==> src/rtl/mac_accum_drain.sv <==
// mac_accum_drain
//
// Downstream companion of the 2x2 SIMD multiply/ALU overlay. It tracks the
// valid/last flags of issued terms through the multiplier pipeline. It drives
// the overlay's X operand so that S accumulates across a dot-product group.
// Each finished group (S, per-lane sticky carry, term count) is captured into a
// small output FIFO. The block also issues credits back to the operand feeder.
//
// Handshakes:
//   out_valid/out_ready : the head entry moves when out_valid & out_ready are
//                         both high on a rising edge. out_valid does not depend
//                         on out_ready.
//   issue_ready         : credit for a term that carries issue_last. Non-last
//                         terms are always accepted. It is computed from
//                         registered state only.
//
// Ports:
//   clk, reset          rising-edge clock, synchronous active-high reset
//   mode[1:0]           SIMD mode (00 1x32, 01 2x16, 1x 4x8)
//   issue_valid/last    term presented to the overlay this cycle / final term
//   issue_ready         feeder may issue a last term
//   s_in[31:0]          overlay S register
//   carry_in[3:0]       overlay per-lane carry-out register
//   result_2[31:0]      X operand to the overlay ALU
//   out_data/ovf/count  FIFO head: group sum, sticky lane carries, term count
//   out_valid/out_ready FIFO head handshake
//   err_drop            sticky: a finished result hit a full FIFO and was lost
module mac_accum_drain #(
    parameter int MULT_LAT = 2,
    parameter int DEPTH    = 2,
    parameter int CNT_W    = 16
) (
    input  logic             clk,
    input  logic             reset,
    input  logic [1:0]       mode,
    input  logic             issue_valid,
    input  logic             issue_last,
    output logic             issue_ready,
    input  logic [31:0]      s_in,
    input  logic [3:0]       carry_in,
    output logic [31:0]      result_2,
    output logic [31:0]      out_data,
    output logic [3:0]       out_ovf,
    output logic [CNT_W-1:0] out_count,
    output logic             out_valid,
    input  logic             out_ready,
    output logic             err_drop
);

    localparam int AW = $clog2(DEPTH);
    localparam int EW = 32 + 4 + CNT_W;

    // Term tracking: delay line tail is the ALU stage, s_* is one stage later
    logic [MULT_LAT-1:0] dl_v, dl_l;
    logic                alu_v, alu_l;
    logic                s_v, s_l;

    // Group state
    logic             first;
    logic [1:0]       lmode;
    logic [31:0]      acc;
    logic [3:0]       ovf;
    logic [CNT_W-1:0] cnt;
    logic             drop_flag;

    // Output FIFO
    logic [EW-1:0] mem [DEPTH];
    logic [AW-1:0] wr_ptr, rd_ptr;
    logic [AW:0]   fifo_count;

    logic [3:0]       lane_mask;
    logic [3:0]       ovf_next;
    logic [CNT_W-1:0] cnt_next;
    logic             push, pop, full, fifo_write, drop;
    logic [31:0]      inflight;
    logic [31:0]      credit_use;

    assign alu_v = dl_v[MULT_LAT-1];
    assign alu_l = dl_l[MULT_LAT-1];

    always_comb begin
        lane_mask = 4'b1111;
        case (lmode)
            2'b00:   lane_mask = 4'b1000;
            2'b01:   lane_mask = 4'b1010;
            default: lane_mask = 4'b1111;
        endcase
    end

    assign ovf_next = ovf | (carry_in & lane_mask);
    assign cnt_next = (cnt == '1) ? cnt : cnt + CNT_W'(1);

    // X feedback: zero on a group's first term. Otherwise the newest S wins.
    // When a term finishes in the S stage this cycle, acc is one cycle stale,
    // so s_in is forwarded directly.
    always_comb begin
        result_2 = acc;
        if (alu_v && first) begin
            result_2 = '0;
        end else if (s_v) begin
            result_2 = s_in;
        end
    end

    assign push       = s_v & s_l;
    assign out_valid  = (fifo_count != '0);
    assign pop        = out_valid & out_ready;
    assign full       = (fifo_count == (AW+1)'(DEPTH));
    // A full FIFO still accepts a push when the head leaves in the same cycle
    assign fifo_write = push & (~full | pop);
    assign drop       = push & full & ~pop;

    // Every last-flag still in flight will need one FIFO slot
    always_comb begin
        inflight = '0;
        for (int i = 0; i < MULT_LAT; i++) begin
            inflight = inflight + {31'd0, dl_v[i] & dl_l[i]};
        end
        inflight = inflight + {31'd0, push};
    end

    assign credit_use  = 32'(fifo_count) + inflight;
    assign issue_ready = (credit_use < 32'(DEPTH));

    assign out_data  = mem[rd_ptr][EW-1 -: 32];
    assign out_ovf   = mem[rd_ptr][CNT_W +: 4];
    assign out_count = mem[rd_ptr][CNT_W-1:0];
    assign err_drop  = drop_flag;

    always_ff @(posedge clk) begin
        if (reset) begin
            dl_v       <= '0;
            dl_l       <= '0;
            s_v        <= 1'b0;
            s_l        <= 1'b0;
            first      <= 1'b1;
            lmode      <= '0;
            acc        <= '0;
            ovf        <= '0;
            cnt        <= '0;
            drop_flag  <= 1'b0;
            wr_ptr     <= '0;
            rd_ptr     <= '0;
            fifo_count <= '0;
            for (int i = 0; i < DEPTH; i++) begin
                mem[i] <= '0;
            end
        end else begin
            dl_v[0] <= issue_valid;
            dl_l[0] <= issue_valid & issue_last;
            for (int i = 1; i < MULT_LAT; i++) begin
                dl_v[i] <= dl_v[i-1];
                dl_l[i] <= dl_l[i-1];
            end
            s_v <= alu_v;
            s_l <= alu_l;

            // A single-term group clears and sets first in one step, so it stays 1
            if (alu_v) begin
                first <= alu_l;
            end
            if (alu_v && first) begin
                lmode <= mode;
            end

            if (s_v) begin
                acc <= s_in;
            end

            if (push) begin
                ovf <= '0;
                cnt <= '0;
            end else if (s_v) begin
                ovf <= ovf_next;
                cnt <= cnt_next;
            end

            if (fifo_write) begin
                mem[wr_ptr] <= {s_in, ovf_next, cnt_next};
                wr_ptr      <= wr_ptr + AW'(1);
            end
            if (pop) begin
                rd_ptr <= rd_ptr + AW'(1);
            end
            if (fifo_write && !pop) begin
                fifo_count <= fifo_count + (AW+1)'(1);
            end else if (!fifo_write && pop) begin
                fifo_count <= fifo_count - (AW+1)'(1);
            end

            if (drop) begin
                drop_flag <= 1'b1;
            end
        end
    end

endmodule

==> config.mk <==
export PLATFORM = sky130hd
export DESIGN_NAME = mac_accum_drain
export DESIGN_NICKNAME = d
export VERILOG_FILES = /design/src/rtl/mac_accum_drain.sv
export SDC_FILE = /design/constraint.sdc
export NUM_CORES = 1
export LEC_CHECK = 0
export BUFFER_PORTS_ARGS = -buffer_cell sky130_fd_sc_hd__buf_2
export CORE_ASPECT_RATIO = 1.75
export CORE_MARGIN = 4
export CORE_UTILIZATION = 35
export DETAILED_ROUTE_END_ITERATION = 12
export PLACE_DENSITY = 0.64
export SYNTH_ARGS = -nofsm -noshare
export SYNTH_HDL_FRONTEND = slang
export SYNTH_SLANG_ARGS = --single-unit
==> constraint.sdc <==
create_clock -name clk -period 6.75 [get_ports clk]
set_input_delay 0.3375 -clock clk [delete_from_list [all_inputs] [get_ports clk]]
set_output_delay 0.3375 -clock clk [all_outputs]
set_load 0.05 [all_outputs]
=== Yosys cells after proc, flatten, opt, wreduce, memory -nomap -nowiden ===
Memory sizes are Yosys's and may differ from the RTL's. A register that Yosys moved wholly into a read port is not among the register bits.
Index checks and enable logic that the tools add are counted.

* Memories: 1
* Register bits: 66
* Logic and storage cells: 65
* RAM bits: 104
* ROM bits: 0
* Latch bits: 0
* Input port bits: 43
* Output and inout bits: 87

* Muxes and demuxes: 16
* Bitwise logic cells: 13
* Magnitude comparators: 1
* Shift operators: 0
* Reductions and logical operators: 10
* $mul: 0
* Divide/modulo/power cells: 0
* $add $sub $neg: 8
* Equal/unequal tests: 3

{| class="wikitable"
|+ Memory list
! name !! words !! bits a word !! read ports !! clocked after Yosys merged registers in !! wr ports !! RTL line !! text
|-
| mem || 2 || 52 || 1 || 1 || 2 || 67 || <nowiki>logic [EW-1:0] mem [DEPTH];</nowiki>
|}

{| class="wikitable"
|+ Operators with widths
! cell !! number
|-
| $mux 32 || 2
|-
| $mux 52 || 1
|-
| $reduce_or 52->1 || 1
|-
| $add 16x1->16 const B || 1
|-
| $eq 16x16->1 const B || 1
|-
| $mux 16 || 1
|-
| $mux 1 || 9
|-
| $and 1x1->1 || 8
|-
| $pmux 3 s2 || 1
|-
| $add 2x3->4 || 1
|-
| $and 4x4->4 || 1
|-
| $lt 4x2->1 const B || 1
|-
| $mux 2 || 2
|-
| $or 4x4->4 || 1
|-
| $reduce_bool 2->1 || 2
|-
| $add 2x1->3 || 1
|-
| $logic_and 1x1->1 || 3
|-
| $add 1x1->1 const B || 2
|-
| $add 1x1->2 || 1
|-
| $add 2x1->2 const B || 1
|-
| $eq 2x1->1 const B || 1
|-
| $eq 2x2->1 const B || 1
|-
| $logic_not 1->1 || 2
|-
| $logic_not 2->1 || 1
|-
| other kinds (4) || 5
|}

=== Logic depth before layout (Yosys ltp) ===
Gate-level depths: netlist of run 1.

* Depth in word-level cells: 9
* Gate-level depth with buffers: 8
* Gate-level depth less buffers: 7

=== Worst setup path before layout of run 1 ===
OpenSTA, ideal clock, no wires.

* Kind: register -> register
* Start: register s_v
* End: memory mem[0][0] (netlist name) (enable)
* Data arrival time: 4.598 ns
* Required time: 6.211 ns
* Cell stages (with the launch flop): 5
* Clock period less this slack: 5.137 ns
* Buffers on the path: 1
* Path slack: 1.613 ns
* Path through: dfxtp_1 > buf_2 > and2_1 > inv_2 > o31ai_1

{| class="wikitable"
|+ RTL lines
! element !! RTL line !! text
|-
| from (decl) || 56 || <nowiki>logic s_v, s_l;</nowiki>
|-
| from (signal assigned) || 155 || <nowiki>s_v <= alu_v;</nowiki>
|-
| to (decl) || 67 ||
|}

=== Worst setup path in the final report of run 1 ===
* Start: register s_v
* End: output port issue_ready

* Word-level cells in the longest chain between the ends: 4

{| class="wikitable"
|+ Ends and longest elaborated chain
! element !! RTL line !! text
|-
| $and 1x1->1 || 105 || <nowiki>assign push = s_v & s_l;</nowiki>
|-
| $add 2x1->3 || 119 || <nowiki>inflight = inflight + {31'd0, push};</nowiki>
|-
| $add 2x3->4 || 122 || <nowiki>assign credit_use = 32'(fifo_count) + inflight;</nowiki>
|-
| $lt 4x2->1 || 123 || <nowiki>assign issue_ready = (credit_use < 32'(DEPTH));</nowiki>
|-
| to (decl) || 38 || <nowiki>output logic issue_ready,</nowiki>
|}

No other way between the ends.

==> impl_metrics.ini, run 1 <==
[setup_path]
cp_num_buf_inv = 3
critPathTopFamily = buffers and inverters
path_max_fanout = 54
cpPeakStageDelay_ns = 0.62
required_ns = 6.41
cp_num_cells = 8
worstSetupStartpointType = flop
reg2reg_depth = 7
path_class = reg2out
arrival_ns = 3.21
cp-end-kind = primary output
worstPathCellList = buf_4 -> and2_1 -> inv_2 -> fa_1 -> nor2_1 -> fa_1 -> nor2_1 -> buf_2
cp_slowest_cell = buf_4

[grt]
grt_antenna_before_repair = 1
grt-ovfl-total = 0
grt_pass1_vias = 5086
gr-usage-all-layers_pct = 14.4
grt_start_max_net_pins = 55
grt_pass1_wl_um = 27300

[drt]
wl_um = 17200
via_per_inst = 4.84
drcViolationCount = 0
vias = 5154
final_antenna_net_count = 0
drtPass1Iterations = 4
drtIter0Drc = 196
post_drt_wl_per_cell_um = 16.2

[final_layout]
area_growth_pct = 19.4
nets = 810
layout-drive-gt1-share_pct = 30.5
design_area_um2 = 9040

[sta]
worst_pin_slew_ns = 1.08
tns_ns = 0
skew_ns = 0.00864
setup_viol = 0
post-route-min-period_ns = 3.55
slew_violations = 0
fin_crit_sh_pct = 52.6
fmax_ghz = 0.282
rsz0062_at_grt = false
finalHoldViolCount = 0
fin_ws_ns = 3.20
timing.slew.headroom_pct = 28.0
whs_ns = 0.134

[power_and_ir_drop]
ir_worst_vdd_uv = 167
powerDensity_nw_per_um2 = 266
p_total_mw = 2.40
leakagePower_nw = 3.52

[floorplan]
initial_core_util_pct = 35.9
die_area_um2 = 24100
rows = 70
core_area_um2 = 21100
ios = 130
die_h_um = 203
die_x_um = 119

[synth]
avgSynthCellArea_um2 = 11.6
synth_ff_type = edfxtp_1
synth_top_family_by_area = simple AND/OR/NAND/NOR gates
synth_fa_ha_area_share_pct = 0.860
synthMuxAreaShare_pct = 12.5
ys_top_cells_by_area = edfxtp_1, dfxtp_1, mux2_2
synthSimpleGateAreaFrac_pct = 18.0
yosysWarnings = 0
ys_ff_latch = 171
synth_top_area_share_pct = 41.3
async_reset_ff_share_pct = 0
synth_common_cells = nor2_1, edfxtp_1, and2_1, dfxtp_1, mux2_2
yosysUniqueCellTypes = 53
yosysSeqAreaShare_pct = 59.0
synth_edf_count = 104
netlist_area_um2 = 7570
synth_nets = 697
synth_cells = 650
synth_most_common_cell = nor2_1
yosysTopAreaCell = edfxtp_1
synth_compound_area_share_pct = 6.03
synth-xor-area-share_pct = 0.694

[clocking]
cts_tree = built
cts_sinks = 171
clock_path_buffers = 2
cts_max_level = 4
root_buffer = clkbuf_16
cts-hold-fix-buffers = 0
clkLatencyLatePin_ns = 0.42
clk_pin_slew_ns = 0.07
numCtsBuffers = 17
cts_setup_buffers = 0
cts-resized-gates = 0

[placement]
routabilityCongestion = 0.855
dp_hpwl_um = 12000
portBuffers = 129
place_ws_ns = 3.21
placed_area_um2 = 8470

[flow_run]
drv_cap = 0

[min_path]
whs_path_depth = 2
hp-class = in2reg

[outcome]
status = finished, final reports clean
stage by stage:
stage	instances	util, %
5_1_grt	1065	42.8
2_1_floorplan	650	-
6_report	1065	42.8
4_1_cts	1064	42.8
3_5_place_dp	1032	40.1
3_3_place_gp	1032	40.1
flip-flops by register name, indices dropped and copies added (netlist names), named ones only:
register	flops
s_l	1
dl_l	2
cnt	16
fifo_count	2
err_drop	1
wr_ptr	1
first	1
lmode	2
acc	32
mem	104
dl_v	2
s_v	1
rd_ptr	1
ovf	4
power by group:
| group | leakage, nW | internal, mW | switching [mW] |
|---|---|---|---|
| registers | 1.61 | 1.14 | 0.0176 |
| logic | 1.65 | 0.0892 | 0.230 |
| clock network | 0.269 | 0.517 | 0.415 |
cells in the final DEF, fill, tap and decap left out, types with 6 or more instances in the layout:
cell / netlist / routed
mux2_2: 53 / 53
nand3_1: 9 / 9
dfxtp_1: 67 / 65
inv_1: 7 / 7
buf_2: 16 / 129
buf_4: 2 / 8
nand2_1: 16 / 15
a21oi_1: 29 / 29
or3_1: 9 / 9
clkbuf_16: 0 / 17
nor2_1: 111 / 111
mux2i_1: 35 / 35
edfxtp_1: 104 / 104
and4_1: 6 / 6
o21ai_0: 11 / 11
and2_1: 67 / 67
and3_1: 6 / 6
routing by layer:
layer / up-vias / share of wire, % / track usage [%]
met3: 10 / 4.3 / 3.26
met5: - / 0 / 0
li1: 2549 / - / -
met2: 114 / 57 / 27.3
met1: 2481 / 37 / 15.4
met4: 0 / 1.4 / 5.43
worst register-to-register path, stage by stage, from the launching register on:
cell,delay [ns]
dfxtp_2,0.31
buf_4,0.62
and2_1,0.33
inv_2,0.11
nor2_2,0.22
nand2_1,0.49
nand2_2,0.49
buf_4,0.54
cell type report:
cell class	count	area, um2
repair buffers	137	706
clock buffers	18	429
well taps	288	360
inverters	8	30.0
diodes	1	2.50
clock inverters	14	136
flip-flops and latches	171	4470
fillers	2061	12100
multi-input cells	428	2910
cells by family (layout without fill, tap and decap cells):
kind of cell / Yosys count / after routing
AOI/OAI and AO/OA: 72 / 72
xor gates and xnor gates: 6 / 6
adders and majority gates: 4 / 4
buffers and inverters: 51 / 177
DFF: 171 / 171
muxes: 88 / 88
other: 0 / 1
and+or+nand+nor: 258 / 258
path summary, 6_finish.rpt:
| check | slack (ns) | from | to |
|---|---|---|---|
| setup / recovery | 3.20 | s_v$_SDFF_PP0_ | issue_ready |
| hold / removal | 0.13 | issue_last | dl_l[0]$_SDFF_PP0_ |
| setup reg to reg | 3.23 | s_v$_SDFF_PP0_ | mem[1][7]$_SDFFCE_PN0P_ |
| hold reg to reg | 0.46 | first$_SDFFE_PP1P_ | first$_SDFFE_PP1P_ |
Power figures use the tool's default switching activity.
==> run 2: changes to the inputs <==
--- a/config.mk
+++ b/config.mk
@@ -5,6 +5,7 @@
 export SDC_FILE = /design/constraint.sdc
 export NUM_CORES = 1
 export LEC_CHECK = 0
+export ABC_AREA = 1
 export BUFFER_PORTS_ARGS = -buffer_cell sky130_fd_sc_hd__buf_2
 export CORE_ASPECT_RATIO = 1.75
 export CORE_MARGIN = 4
==> constraint.sdc (replaced) <==
create_clock -name clk -period 3.42 [get_ports clk]
set_input_delay 0.171 -clock clk [delete_from_list [all_inputs] [get_ports clk]]
set_output_delay 0.171 -clock clk [all_outputs]
set_load 0.05 [all_outputs]
==> run 2 against run 1 <==
Area after synthesis fell by 2.0%. Synthesized cell count up 17%. First-iteration DRC count up 49%. Largest power group unchanged. Die area shrank 1.9%. Highest routed layer unchanged. Clock skew rose by 0.0083 ns. Via count rose by 4.3%. Sequential share of layout area grew 0.64 points. Worst hold slack got worse by 0.067 ns. Combinational power increased by 110%. Power rose by 98%. Count of clock-buffer cells in the layout rose by 1.
==> impl_metrics.ini, run 2 <==
[sta]
timing.slew.headroom_pct = 43.0
skew_ns = 0.0170
setup_viol = 0
slew_violations = 0
fin_crit_sh_pct = 74.7
rsz0062_at_grt = false
finalHoldViolCount = 0
tns_ns = 0
fmax_ghz = 0.391
worst_pin_slew_ns = 0.855
post-route-min-period_ns = 2.56

[synth]
synth_compound_area_share_pct = 5.06
yosysSeqAreaShare_pct = 60.2
synth-xor-area-share_pct = 0.709
synth_top_family_by_area = simple AND/OR/NAND/NOR gates
synthSimpleGateAreaFrac_pct = 18.7
synth_common_cells = nor2_1, edfxtp_1, nand2_1
yosysWarnings = 0
synth_most_common_cell = nor2_1
yosysUniqueCellTypes = 29
synth_nets = 809
ys_top_cells_by_area = edfxtp_1, dfxtp_1, nor2_1
netlist_area_um2 = 7410
synth_top_area_share_pct = 42.1
synthMuxAreaShare_pct = 7.90
async_reset_ff_share_pct = 0
ys_ff_latch = 171
synth_ff_type = edfxtp_1
avgSynthCellArea_um2 = 9.73
synth_edf_count = 104
synth_cells = 762
yosysTopAreaCell = edfxtp_1
synth_fa_ha_area_share_pct = 0.878

[floorplan]
die_area_um2 = 23700
die_h_um = 201
initial_core_util_pct = 35.6
ios = 130
rows = 70
core_area_um2 = 20800
die_x_um = 118

[final_layout]
largest_reg_flops = 104
final_cell_mix = nor2_1, buf_2, edfxtp_1
area_growth_pct = 20.4
nets = 937
layout_commonest_cell = nor2_1
antennaDiodeCount = 0
design_area_um2 = 8920
largest_register = mem
top_regs = mem x104, acc x32, cnt x16
layout-drive-gt1-share_pct = 28.0

[drt]
drcViolationCount = 0
drtPass1Iterations = 4
vias = 5376
final_antenna_net_count = 0
via_per_inst = 4.65
drtIter0Drc = 292
post_drt_wl_per_cell_um = 14.8
wl_um = 17100

[power_and_ir_drop]
ir_worst_vdd_uv = 349
powerDensity_nw_per_um2 = 533
leakagePower_nw = 3.91

[setup_path]
required_ns = 3.25
worstPathCellList = nand2_1 -> fa_1 -> nor3_1 -> fa_1 -> nor2_1 -> buf_2
cp_slowest_cell = fa_1
worstSetupStartpointType = flop
crit_top_cell = fa_1
path_max_fanout = 3
cpPeakStageDelay_ns = 0.47
cp-end-kind = primary output
path_class = reg2out
arrival_ns = 2.38

[placement]
portBuffers = 129
placed_area_um2 = 8310
routabilityCongestion = 0.837
dp_hpwl_um = 11700

[grt]
grt_pass1_vias = 5382
grt_start_max_net_pins = 94
gr-usage-all-layers_pct = 14.8
grt-ovfl-total = 0
grt_pass1_wl_um = 27200
grt_antenna_before_repair = 0

[clocking]
clk_pin_slew_ns = 0.07
clock_path_buffers = 2
cts_max_level = 4
cts_tree = built
root_buffer = clkbuf_16
cts_setup_buffers = 0
cts_sinks = 171
numCtsBuffers = 17
clkLatencyLatePin_ns = 0.43

[min_path]
hp-class = in2reg

[flow_run]
drv_cap = 0

[outcome]
status = finished, final reports clean
## run 2: layout make-up
type	count	area [um2]
Timing Repair Buffer	144	798
Fill cell	2085	11900
Clock inverter	13	121
Multi-Input combinational cell	472	2470
Clock buffer	19	433
Tap cell	252	315
Inverter	84	315
Sequential cell	171	4470
## run 2: report_power, final
group          leakage (nW)  internal, mW  switching (mW)
sequential             1.62          2.25          0.0256
clock                 0.256          1.01           0.820
combinational          2.03         0.172           0.484
total                  3.91          3.43            1.33
## run 2: logic make-up (layout without fill, tap and decap cells)
kind of cell / after synthesis / after routing
AND/OR/NAND/NOR: 336 / 336
adder cells (fa/ha/maj): 4 / 4
buffers and inverters: 119 / 260
AO/OA/AOI/OAI: 74 / 74
XOR/XNOR: 6 / 6
multiplexers: 52 / 52
flip-flops: 171 / 171
## run 2: what timing repair did
item                      CTS  global route
hold endpoints to repair    5             0
gates resized for setup     0             0
hold buffers                6             0
## run 2: path summary, 6_finish.rpt
path	startpoint	endpoint	slack [ns]	depth (start not counted)
max	s_v$_SDFF_PP0_	issue_ready	0.86	6
min	out_ready	flop	0.07	3
max reg2reg	fifo_count[1]$_SDFFE_PP0P_	mem[1][18]$_SDFFCE_PN0P_	1.12	9
min reg2reg	dl_l[0]$_SDFF_PP0_	dl_l[1]$_SDFF_PP0_	0.43	2
## run 2: per-stage QoR
step | total power [mW] | hold WS (ns) | std cells | setup slack (ns) | util [%]
after floorplan | 2.81 | 0.278 | 762 | 0.355 | -
after global placement | 2.98 | 0.394 | 1117 | 1.16 | 39.9
after detailed placement | 2.98 | 0.391 | 1117 | 1.07 | 39.9
after CTS | 4.82 | 0.0439 | 1155 | 0.795 | 42.8
after global routing | 4.94 | 0.0541 | 1155 | 0.733 | 42.8
final | 4.76 | 0.0665 | 1155 | 0.865 | 42.8
## run 2: critical path, delay by kind of cell (launching register included)
family        cells  cell delay, ns
fa+ha+maj         2            0.93
buf+inv           1            0.27
flops             1            0.32
simple gates      3            0.45
## run 2: routing by layer
metal  GRT usage [%]  part of all wire, %  vias to the layer above
met5               0                    0                        -
li1                -                    -                     2724
met2            28.0                   55                      108
met1            14.8                   38                     2513
met4            7.63                  3.4                        0
met3            3.33                  3.5                       31
==> run 3: changes to the inputs <==
--- a/config.mk
+++ b/config.mk
@@ -11,7 +11,7 @@
 export CORE_MARGIN = 4
 export CORE_UTILIZATION = 35
 export DETAILED_ROUTE_END_ITERATION = 12
-export PLACE_DENSITY = 0.64
+export PLACE_DENSITY = 0.66
 export SYNTH_ARGS = -nofsm -noshare
 export SYNTH_HDL_FRONTEND = slang
 export SYNTH_SLANG_ARGS = --single-unit
==> constraint.sdc (replaced) <==
create_clock -name clk -period 2.2 [get_ports clk]
set_input_delay 0.11 -clock clk [delete_from_list [all_inputs] [get_ports clk]]
set_output_delay 0.11 -clock clk [all_outputs]
set_load 0.05 [all_outputs]
==> run 3 against run 2 <==
Sequential share of layout area shrank 1.3 points. Largest power group unchanged. Worst hold slack got worse by 0.047 ns. Power is 55% higher. Setup slack worse by 1.0 ns. The flow now finishes with violations (negative setup slack). Critical path depth stayed put. Clock power increased by 51%. First-iteration DRC count shrank 32%.
==> impl_metrics.ini, run 3 (same netlist as run 2, synthesis figures left out) <==
[outcome]
status = complete, but fails checks
violations = negative setup slack

[final_layout]
fillers = 2061
top_regs = mem x104, acc x32, cnt x16
design_area_um2 = 9160
final_cell_mix = nor2_1, buf_2, edfxtp_1
layout_commonest_cell = nor2_1
fin_cells = 1175
area_growth_pct = 23.6
largest_register = mem
final_util_pct = 44.0
antennaDiodeCount = 0
largest_reg_flops = 104
nets = 957
layout-drive-gt1-share_pct = 29.0

[placement]
placed_area_um2 = 8400
placed_cells = 1122
portBuffers = 129
dp_hpwl_um = 11600
routabilityCongestion = 0.866

[sta]
rsz0062_at_grt = true
skew_ns = 0.00921
tns_ns = -0.145
finalHoldViolCount = 0
fin_crit_sh_pct = 107
fin_ws_ns = -0.145
fmax_ghz = 0.426
setup_viol = 1
timing.slew.headroom_pct = 64.9
slew_violations = 0
post-route-min-period_ns = 2.35
worst_pin_slew_ns = 0.527

[setup_path]
required_ns = 2.09
arrival_ns = 2.24
path_class = reg2out
worstSetupStartpointType = flop
path_max_fanout = 2
cp-end-kind = primary output

[drt]
drcViolationCount = 0
wl_um = 17000
via_per_inst = 4.66
drtPass1Iterations = 5
vias = 5475
post_drt_wl_per_cell_um = 14.5
drtIter0Drc = 198
final_antenna_net_count = 0

[clocking]
clkLatencyLatePin_ns = 0.43
cts_max_level = 4
clk_pin_slew_ns = 0.07
numCtsBuffers = 17
cts_sinks = 171
cts_tree = built
clock_path_buffers = 2
root_buffer = clkbuf_16

[floorplan]
rows = 70
ios = 130
die_h_um = 201
die_x_um = 118
core_area_um2 = 20800
die_area_um2 = 23700
initial_core_util_pct = 35.6

[power_and_ir_drop]
ir_worst_vdd_uv = 520
powerDensity_nw_per_um2 = 804
leakagePower_nw = 4.03

[grt]
grt_pass1_wl_um = 27300
grt-ovfl-total = 0
grt_pass1_vias = 5427
gr-usage-all-layers_pct = 14.7
grt_antenna_before_repair = 0
grt_start_max_net_pins = 94

[flow_run]
drv_cap = 0

[min_path]
hp-class = in2reg
==> run 3: cell count changes in the layout (fill, tap and decap cells not counted), sizes merged <==
cell,previous run,this run
buf,138,144
bufinv,1,0
clkinvlp,5,1
inv,84,90
dlygate4sd3,6,19
==> run 3: path summary, 6_finish.rpt <==
path,cells after the start,end,slack (ns),start
min,3,mem[1][20]$_SDFFCE_PN0P_,0.02,s_in[0]
max,6,issue_ready,-0.15,dl_v[1]$_SDFF_PP0_
max reg2reg,10,mem[0][25]$_SDFFCE_PN0P_,0.30,fifo_count[0]$_SDFFE_PP0P_
min reg2reg,2,s_l$_SDFF_PP0_,0.43,dl_l[1]$_SDFF_PP0_
==> run 3: area by class of cell <==
type	count	area (um2)	share of cell area, %
Inverter	84	319	3.48
Multi-Input combinational cell	472	2510	27.4
Clock inverter	14	109	1.19
Timing Repair Buffer	164	1010	11.1
Sequential cell	171	4470	48.8
Clock buffer	18	429	4.68
Tap cell	252	315	3.44
==> run 3: per-layer routing <==
metal  routed length (um)  track usage (%)  vias up
met5                    0                0        -
met4                  638             7.71        0
met1                 6220             14.5     2538
met2                 9430             28.3      129
li1                     -                -     2774
met3                  746             2.93       34
==> run 3: critical path, cell delays in order, from the launching register on <==
cell and delay, ns:
dfxtp_2 0.34, nand2_2 0.06, fa_1 0.47, nor3_2 0.19, fa_1 0.44, nor2_2 0.15, buf_12 0.15
==> run 3: stage by stage <==
stage | setup WS, ns | hold slack (ns) | power (mW)
floorplan | 0.0927 | 0.217 | 4.37
global placement | 0.200 | 0.332 | 4.64
detailed placement | 0.170 | 0.328 | 4.65
CTS | -0.191 | 0.000317 | 7.44
global route | -0.256 | 0.0147 | 7.64
finish | -0.145 | 0.0192 | 7.37
==> run 3: repair_timing <==
| action | CTS | global route |
|---|---|---|
| resized for setup | 5 | 3 |
| hold buffers | 19 | 0 |
| endpoints found under the setup margin | 33 | 33 |
| pin swaps | 5 | 3 |
| endpoints found under the hold margin | 24 | 0 |
| setup buffers | 2 | 0 |
==> run 3: power by group <==
part	switching, mW	internal [mW]	leakage [nW]
registers	0.0417	3.50	1.62
clock network	1.30	1.47	0.272
logic	0.757	0.300	2.14
